### config.mk
export PLATFORM = sky130hd
export DESIGN_NAME = pipeline_stall_ctrl_flat
export DESIGN_NICKNAME = d
export VERILOG_FILES = /design/src/rtl/pipeline_stall_ctrl_if.sv /design/src/rtl/pipeline_stall_ctrl.sv /design/src/flat_wrapper.sv
export SDC_FILE = /design/constraint.sdc
export NUM_CORES = 1
export LEC_CHECK = 0
export ABC_AREA = 1
export CAP_MARGIN = 0
export CORE_ASPECT_RATIO = 1.75
export CORE_MARGIN = 10
export CORE_UTILIZATION = 40
export DETAILED_ROUTE_END_ITERATION = 16
export GPL_TIMING_DRIVEN = 1
export PLACE_DENSITY = 0.76
export SYNTH_ARGS = -nofsm -noshare
export SYNTH_HDL_FRONTEND = slang
export SYNTH_SLANG_ARGS = --single-unit
### constraint.sdc
create_clock -name clk -period 2.04 [get_ports clk]
set_input_delay 0.306 -clock clk [delete_from_list [all_inputs] [get_ports clk]]
set_output_delay 0.306 -clock clk [all_outputs]
set_load 0.05 [all_outputs]
### src/rtl/pipeline_stall_ctrl_if.sv
// pipeline_stall_ctrl_if: hazard/cache status from the pipeline and the stall/flush controls back to it
interface pipeline_stall_ctrl_if #(parameter int CNT_W = 16);
    logic [3:0]       ID_RegRd1, ID_RegRd2, ID_EX_RegWd;
    logic             ID_UsesRd1, ID_UsesRd2, ID_IsStore;
    logic             ID_EX_MemRead, ID_EX_RegWrite, EX_BranchTaken;
    logic             ic_miss, ic_ready, dc_miss, dc_ready;
    logic             pc_stall, IF_ID_stall, IF_ID_flush, ID_EX_stall, ID_EX_flush;
    logic             EX_MEM_stall, MEM_WB_flush;
    logic [CNT_W-1:0] stall_cycles, flush_count;

    modport master (
        output ID_RegRd1, ID_RegRd2, ID_EX_RegWd, ID_UsesRd1, ID_UsesRd2, ID_IsStore,
               ID_EX_MemRead, ID_EX_RegWrite, EX_BranchTaken,
               ic_miss, ic_ready, dc_miss, dc_ready,
        input  pc_stall, IF_ID_stall, IF_ID_flush, ID_EX_stall, ID_EX_flush,
               EX_MEM_stall, MEM_WB_flush, stall_cycles, flush_count
    );

    modport slave (
        input  ID_RegRd1, ID_RegRd2, ID_EX_RegWd, ID_UsesRd1, ID_UsesRd2, ID_IsStore,
               ID_EX_MemRead, ID_EX_RegWrite, EX_BranchTaken,
               ic_miss, ic_ready, dc_miss, dc_ready,
        output pc_stall, IF_ID_stall, IF_ID_flush, ID_EX_stall, ID_EX_flush,
               EX_MEM_stall, MEM_WB_flush, stall_cycles, flush_count
    );
endinterface

### src/rtl/pipeline_stall_ctrl.sv
// pipeline_stall_ctrl: load-use, cache-miss and taken-branch stall/flush sequencer with saturating perf counters
module pipeline_stall_ctrl #(parameter int CNT_W = 16) (
    input logic clk,
    input logic rst_n,
    pipeline_stall_ctrl_if.slave bus
);
    typedef enum logic [1:0] {RUN, DWAIT, IWAIT} state_t;
    state_t state, state_nx;
    logic squash_pend, squash_nx;
    logic [CNT_W-1:0] stall_cnt, flush_cnt;
    logic load_use, br, kill, dstall, istall, count_flush;

    always_comb begin
        load_use = bus.ID_EX_MemRead & bus.ID_EX_RegWrite & (bus.ID_EX_RegWd != 4'd0) &
                   ((bus.ID_UsesRd1 & (bus.ID_RegRd1 == bus.ID_EX_RegWd)) |
                    (bus.ID_UsesRd2 & (bus.ID_RegRd2 == bus.ID_EX_RegWd) & ~bus.ID_IsStore));
        br = bus.EX_BranchTaken;
        kill = br | squash_pend;
        // a D-miss freezes everything; the ready cycle of either wait behaves like a RUN cycle
        dstall = (state == DWAIT) ? ~bus.dc_ready : bus.dc_miss;
        istall = ~dstall & ((state == IWAIT) ? ~bus.ic_ready : bus.ic_miss);
        bus.pc_stall = 1'b0;
        bus.IF_ID_stall = 1'b0;
        bus.IF_ID_flush = 1'b0;
        bus.ID_EX_stall = 1'b0;
        bus.ID_EX_flush = 1'b0;
        bus.EX_MEM_stall = 1'b0;
        bus.MEM_WB_flush = 1'b0;
        state_nx = RUN;
        squash_nx = 1'b0;
        count_flush = 1'b0;
        if (!rst_n) begin
            bus.IF_ID_flush = 1'b1;
            bus.ID_EX_flush = 1'b1;
        end else if (dstall) begin
            bus.pc_stall = 1'b1;
            bus.IF_ID_stall = 1'b1;
            bus.ID_EX_stall = 1'b1;
            bus.EX_MEM_stall = 1'b1;
            bus.MEM_WB_flush = 1'b1;
            state_nx = DWAIT;
            squash_nx = squash_pend;
        end else if (istall) begin
            // a taken branch lets the PC load its target while the stale fetch is squashed later
            bus.pc_stall = ~br;
            bus.IF_ID_stall = 1'b1;
            bus.ID_EX_flush = 1'b1;
            state_nx = IWAIT;
            squash_nx = squash_pend | br;
            count_flush = br;
        end else begin
            bus.IF_ID_flush = kill;
            bus.ID_EX_flush = kill | load_use;
            bus.pc_stall = load_use & ~kill;
            bus.IF_ID_stall = load_use & ~kill;
            count_flush = br;
        end
    end

    always_ff @(posedge clk) begin
        if (!rst_n) begin
            state <= RUN;
            squash_pend <= 1'b0;
            stall_cnt <= '0;
            flush_cnt <= '0;
        end else begin
            state <= state_nx;
            squash_pend <= squash_nx;
            if (bus.pc_stall && !(&stall_cnt)) stall_cnt <= stall_cnt + CNT_W'(1);
            if (count_flush && !(&flush_cnt)) flush_cnt <= flush_cnt + CNT_W'(1);
        end
    end

    assign bus.stall_cycles = rst_n ? stall_cnt : '0;
    assign bus.flush_count = rst_n ? flush_cnt : '0;
endmodule

### src/flat_wrapper.sv
// flat-port wrapper written by rule: the top's interface ports become plain ports
module pipeline_stall_ctrl_flat 
#(parameter int CNT_W = 16)
  (clk, rst_n, bus_ID_RegRd1, bus_ID_RegRd2, bus_ID_EX_RegWd, bus_ID_UsesRd1, bus_ID_UsesRd2, bus_ID_IsStore, bus_ID_EX_MemRead, bus_ID_EX_RegWrite, bus_EX_BranchTaken, bus_ic_miss, bus_ic_ready, bus_dc_miss, bus_dc_ready, bus_pc_stall, bus_IF_ID_stall, bus_IF_ID_flush, bus_ID_EX_stall, bus_ID_EX_flush, bus_EX_MEM_stall, bus_MEM_WB_flush, bus_stall_cycles, bus_flush_count);
  pipeline_stall_ctrl_if #(.CNT_W(CNT_W)) bus_i ();
  input logic clk;
  input logic rst_n;
  input wire logic [$bits(bus_i.ID_RegRd1)-1:0] bus_ID_RegRd1;
  input wire logic [$bits(bus_i.ID_RegRd2)-1:0] bus_ID_RegRd2;
  input wire logic [$bits(bus_i.ID_EX_RegWd)-1:0] bus_ID_EX_RegWd;
  input wire logic [$bits(bus_i.ID_UsesRd1)-1:0] bus_ID_UsesRd1;
  input wire logic [$bits(bus_i.ID_UsesRd2)-1:0] bus_ID_UsesRd2;
  input wire logic [$bits(bus_i.ID_IsStore)-1:0] bus_ID_IsStore;
  input wire logic [$bits(bus_i.ID_EX_MemRead)-1:0] bus_ID_EX_MemRead;
  input wire logic [$bits(bus_i.ID_EX_RegWrite)-1:0] bus_ID_EX_RegWrite;
  input wire logic [$bits(bus_i.EX_BranchTaken)-1:0] bus_EX_BranchTaken;
  input wire logic [$bits(bus_i.ic_miss)-1:0] bus_ic_miss;
  input wire logic [$bits(bus_i.ic_ready)-1:0] bus_ic_ready;
  input wire logic [$bits(bus_i.dc_miss)-1:0] bus_dc_miss;
  input wire logic [$bits(bus_i.dc_ready)-1:0] bus_dc_ready;
  output wire logic [$bits(bus_i.pc_stall)-1:0] bus_pc_stall;
  output wire logic [$bits(bus_i.IF_ID_stall)-1:0] bus_IF_ID_stall;
  output wire logic [$bits(bus_i.IF_ID_flush)-1:0] bus_IF_ID_flush;
  output wire logic [$bits(bus_i.ID_EX_stall)-1:0] bus_ID_EX_stall;
  output wire logic [$bits(bus_i.ID_EX_flush)-1:0] bus_ID_EX_flush;
  output wire logic [$bits(bus_i.EX_MEM_stall)-1:0] bus_EX_MEM_stall;
  output wire logic [$bits(bus_i.MEM_WB_flush)-1:0] bus_MEM_WB_flush;
  output wire logic [$bits(bus_i.stall_cycles)-1:0] bus_stall_cycles;
  output wire logic [$bits(bus_i.flush_count)-1:0] bus_flush_count;
  assign bus_i.ID_RegRd1 = bus_ID_RegRd1;
  assign bus_i.ID_RegRd2 = bus_ID_RegRd2;
  assign bus_i.ID_EX_RegWd = bus_ID_EX_RegWd;
  assign bus_i.ID_UsesRd1 = bus_ID_UsesRd1;
  assign bus_i.ID_UsesRd2 = bus_ID_UsesRd2;
  assign bus_i.ID_IsStore = bus_ID_IsStore;
  assign bus_i.ID_EX_MemRead = bus_ID_EX_MemRead;
  assign bus_i.ID_EX_RegWrite = bus_ID_EX_RegWrite;
  assign bus_i.EX_BranchTaken = bus_EX_BranchTaken;
  assign bus_i.ic_miss = bus_ic_miss;
  assign bus_i.ic_ready = bus_ic_ready;
  assign bus_i.dc_miss = bus_dc_miss;
  assign bus_i.dc_ready = bus_dc_ready;
  assign bus_pc_stall = bus_i.pc_stall;
  assign bus_IF_ID_stall = bus_i.IF_ID_stall;
  assign bus_IF_ID_flush = bus_i.IF_ID_flush;
  assign bus_ID_EX_stall = bus_i.ID_EX_stall;
  assign bus_ID_EX_flush = bus_i.ID_EX_flush;
  assign bus_EX_MEM_stall = bus_i.EX_MEM_stall;
  assign bus_MEM_WB_flush = bus_i.MEM_WB_flush;
  assign bus_stall_cycles = bus_i.stall_cycles;
  assign bus_flush_count = bus_i.flush_count;
  pipeline_stall_ctrl #(.CNT_W(CNT_W)) u_core (.clk(clk), .rst_n(rst_n), .bus(bus_i));
endmodule
==> impl_metrics.csv <==
group,metric,value,unit
detailed_routing,firstDrtPassIters,4,
synth,yosysSeqAreaShare,28.8,%
placed_design,hpwl,5700,um
global_routing,grt_pass1_vias,2798,
synth,synth.ff_latch_count,35,
final_layout,layout_commonest_cell,"nand2_1",
setup_path,cp-start-kind,"input pin",
final_layout,design_area,3670,um2
setup_path,path_class,"in2out",
detailed_routing,wl,7110,um
final_layout,diodes,0,
pwr,cellPowerDensity,441,nW/um2
floorplanning,die_h,123,um
global_routing,grt_max_degree,34,
sta,rsz0062_at_grt,"false",
clock_network,clk_latency,0.28,ns
synth,postSynthCellCount,395,
synth,avgSynthCellArea,6.15,um2
final_layout,mostFrequentLayoutCells,"nand2_1, inv_1, buf_12, dfxtp_1",
clock_network,cts_max_level,2,
global_routing,grt_usage,14.8,%
floorplanning,core_area,5880,um2
setup_path,path_max_fanout,3,
detailed_routing,wl_per_cell,13.1,um
sta,fmax,0.517,GHz
setup_path,worst_path_most_repeated_cell,"nand2_1",
global_routing,grt_pass1_wl,12000,um
setup_path,arrival,1.63,ns
clock_network,root_buffer,"clkbuf_8",
sta,final-hold-violation-count,0,
setup_path,crit_chain,"clkdlybuf4s50_1, nand2_1, a21oi_1, nand3_1, nand2_1, nand3_2, a21oi_2, buf_4, buf_12",
sta,whs,0.440,ns
clock_network,cts_tree,"yes",
placed_design,placed_cell_area,3550,um2
floorplanning,start_util,41.3,%
floorplanning,die_w,78.9,um
pwr,p_leak,0.00168,uW
floorplanning,dieArea,9710,um2
synth,syn-cell-area,2430,um2
sta,max_slew_margin,71.5,%
detailed_routing,drt_iter0_drc,153,
outcome,status,"finished, final reports clean",
pwr,ir_worst_vdd,487,uV
synth,ys_warn_count,0,
clock_network,holdBufCountCts,0,
global_routing,antenna_found_initial,0,
floorplanning,placementRows,37,
synth,yosysUniqueCellTypes,32,
detailed_routing,ant_nets,0,
detailed_routing,num_vias,2748,
sta,fin_skew,0.00609,ns
detailed_routing,viasPerCell,5.08,
setup_path,cp.required,1.73,ns
clock_network,clockBufferDepth,2,
clock_network,cts-buffers-inserted,5,
setup_path,cp_slowest_stage_delay,0.45,ns
final_layout,nets,489,
global_routing,gr-total-overflow,0,
setup_path,end_kind,"output pin",
sta,period_needed,1.93,ns
clock_network,cts.sinks,35,
sta,fin_crit_sh,94.7,%
synth,syn_nets,421,
final_layout,nFillCells,542,
detailed_routing,highest_layer,"met4",
placed_design,gp_congestion,0.930,
run,max_cap_violations,0,
worst_hold_path,hold_class,"in2reg",
detailed_routing,wl_met3,370,um
final_layout,areaGrowthSynthToFinish,51.0,%
placed_design,numPortBuffers,62,
detailed_routing,drc,0,
sta,worst_pin_slew,0.427,ns
detailed_routing,wl_met2,4070,um
clock_network,clkSlewWorstSetupHoldPaths,0.07,ns
setup_path,cp_slowest_cell,"clkdlybuf4s50_1",
sta,setup_viol_count_final,0,
floorplanning,ios,63,
detailed_routing,wl_met1,2380,um
sta,drv_slew,0,
final_layout,drive_above_1_share,18.6,%
report_power, final:
part	internal, uW	leakage, uW	switching (uW)
sequential	699	0.000283	14.3
combinational	167	0.00135	222
clock	265	0.0000470	251
total	1130	0.00168	487
cell type report:
cell class | count | area [um2] | area share [%]
Inverter | 66 | 248 | 6.75
Clock inverter | 1 | 5.00 | 0.136
Clock buffer | 6 | 82.6 | 2.25
Sequential cell | 35 | 701 | 19.1
Tap cell | 78 | 97.6 | 2.66
Multi-Input combinational cell | 277 | 1430 | 38.8
Timing Repair Buffer | 78 | 1110 | 30.3
final timing paths:
check / cells after the start / slack, ns / endpoint / start
setup / recovery: 9 / 0.11 / bus_pc_stall / bus_ID_UsesRd2
hold / removal: 5 / 0.44 / u_core.flush_cnt[12] / rst_n
setup reg to reg: 9 / 0.24 / u_core.stall_cnt[11] / u_core.stall_cnt[0]
hold reg to reg: 2 / 0.50 / u_core.stall_cnt[8] / u_core.stall_cnt[8]
what timing repair did:
item	in CTS	in global routing
setup endpoints to repair	2	3
buffers inserted	1	0
resized for setup	11	6
pin swaps	4	5
Yosys cell counts:
| cell | n | area, um2 |
|---|---|---|
| nand3_4 | 2 | 35.0 |
| nor2_2 | 4 | 25.0 |
| o21a_1 | 2 | 15.0 |
| buf_2 | 4 | 20.0 |
| nor3_2 | 1 | 10.0 |
| a21oi_1 | 30 | 150 |
| o21ai_1 | 4 | 20.0 |
| o21ai_0 | 6 | 30.0 |
| nor3_1 | 10 | 50.1 |
| nor2_4 | 1 | 11.3 |
| nor3b_1 | 3 | 22.5 |
| o21ai_2 | 1 | 8.76 |
| a31oi_1 | 5 | 31.3 |
| xnor2_1 | 9 | 78.8 |
| xor2_1 | 9 | 78.8 |
| or2_1 | 1 | 6.26 |
| nand2_2 | 2 | 12.5 |
| nor3_4 | 1 | 16.3 |
| inv_2 | 4 | 15.0 |
| clkbuf_1 | 6 | 22.5 |
| nor2_1 | 30 | 113 |
| nand3_1 | 20 | 100 |
| buf_1 | 3 | 11.3 |
| dfxtp_1 | 35 | 701 |
| nor4_1 | 1 | 6.26 |
| buf_6 | 1 | 11.3 |
| nand4_1 | 18 | 113 |
| nand2_1 | 114 | 428 |
| ha_1 | 2 | 25.0 |
| buf_4 | 3 | 22.5 |
| a211oi_1 | 1 | 7.51 |
| inv_1 | 62 | 233 |
kinds of logic (layout without fill, tap and decap cells):
kind of cell,Yosys count,count (layout),share of synthesized area (%)
adder cells (fa/ha/maj),2,2,1.03
buffers and inverters,83,151,13.8
AO/OA/AOI/OAI,49,49,10.8
AND/OR/NAND/NOR,208,208,39.0
XOR/XNOR,18,18,6.49
flip-flops,35,35,28.8
layer usage:
metal  vias to the layer above  track usage, %
li1                       1379               -
met1                      1274            13.1
met2                        74            29.7
met3                        21            3.56
met4                         0            6.98
met5                         -               0
flip-flops by register name, summed over array words and instances (netlist names):
name	cells
u_core.flush_cnt	16
u_core.squash_pend	1
u_core.stall_cnt	16
u_core.state	2
metrics by stage:
step / util, % / instances / setup slack (ns) / setup TNS (ns) / total power [uW]
after global placement: 60.5 / 533 / -0.0501 / -0.0971 / 1110
after detailed placement: 60.5 / 533 / -0.0996 / -0.185 / 1120
after CTS: 62.2 / 541 / 0.0255 / 0 / 1620
after floorplan: - / 395 / 0.0987 / 0 / 936
after global routing: 62.4 / 541 / 0.0121 / 0 / 1690
final: 62.4 / 541 / 0.107 / 0 / 1620
worst max-delay path, delay by kind of cell:
kind	cells	cell delay, ns
AO/OA/AOI/OAI	2	0.26
AND/OR/NAND/NOR	4	0.34
buffers and inverters	3	0.72
Power figures use the tool's default switching activity.
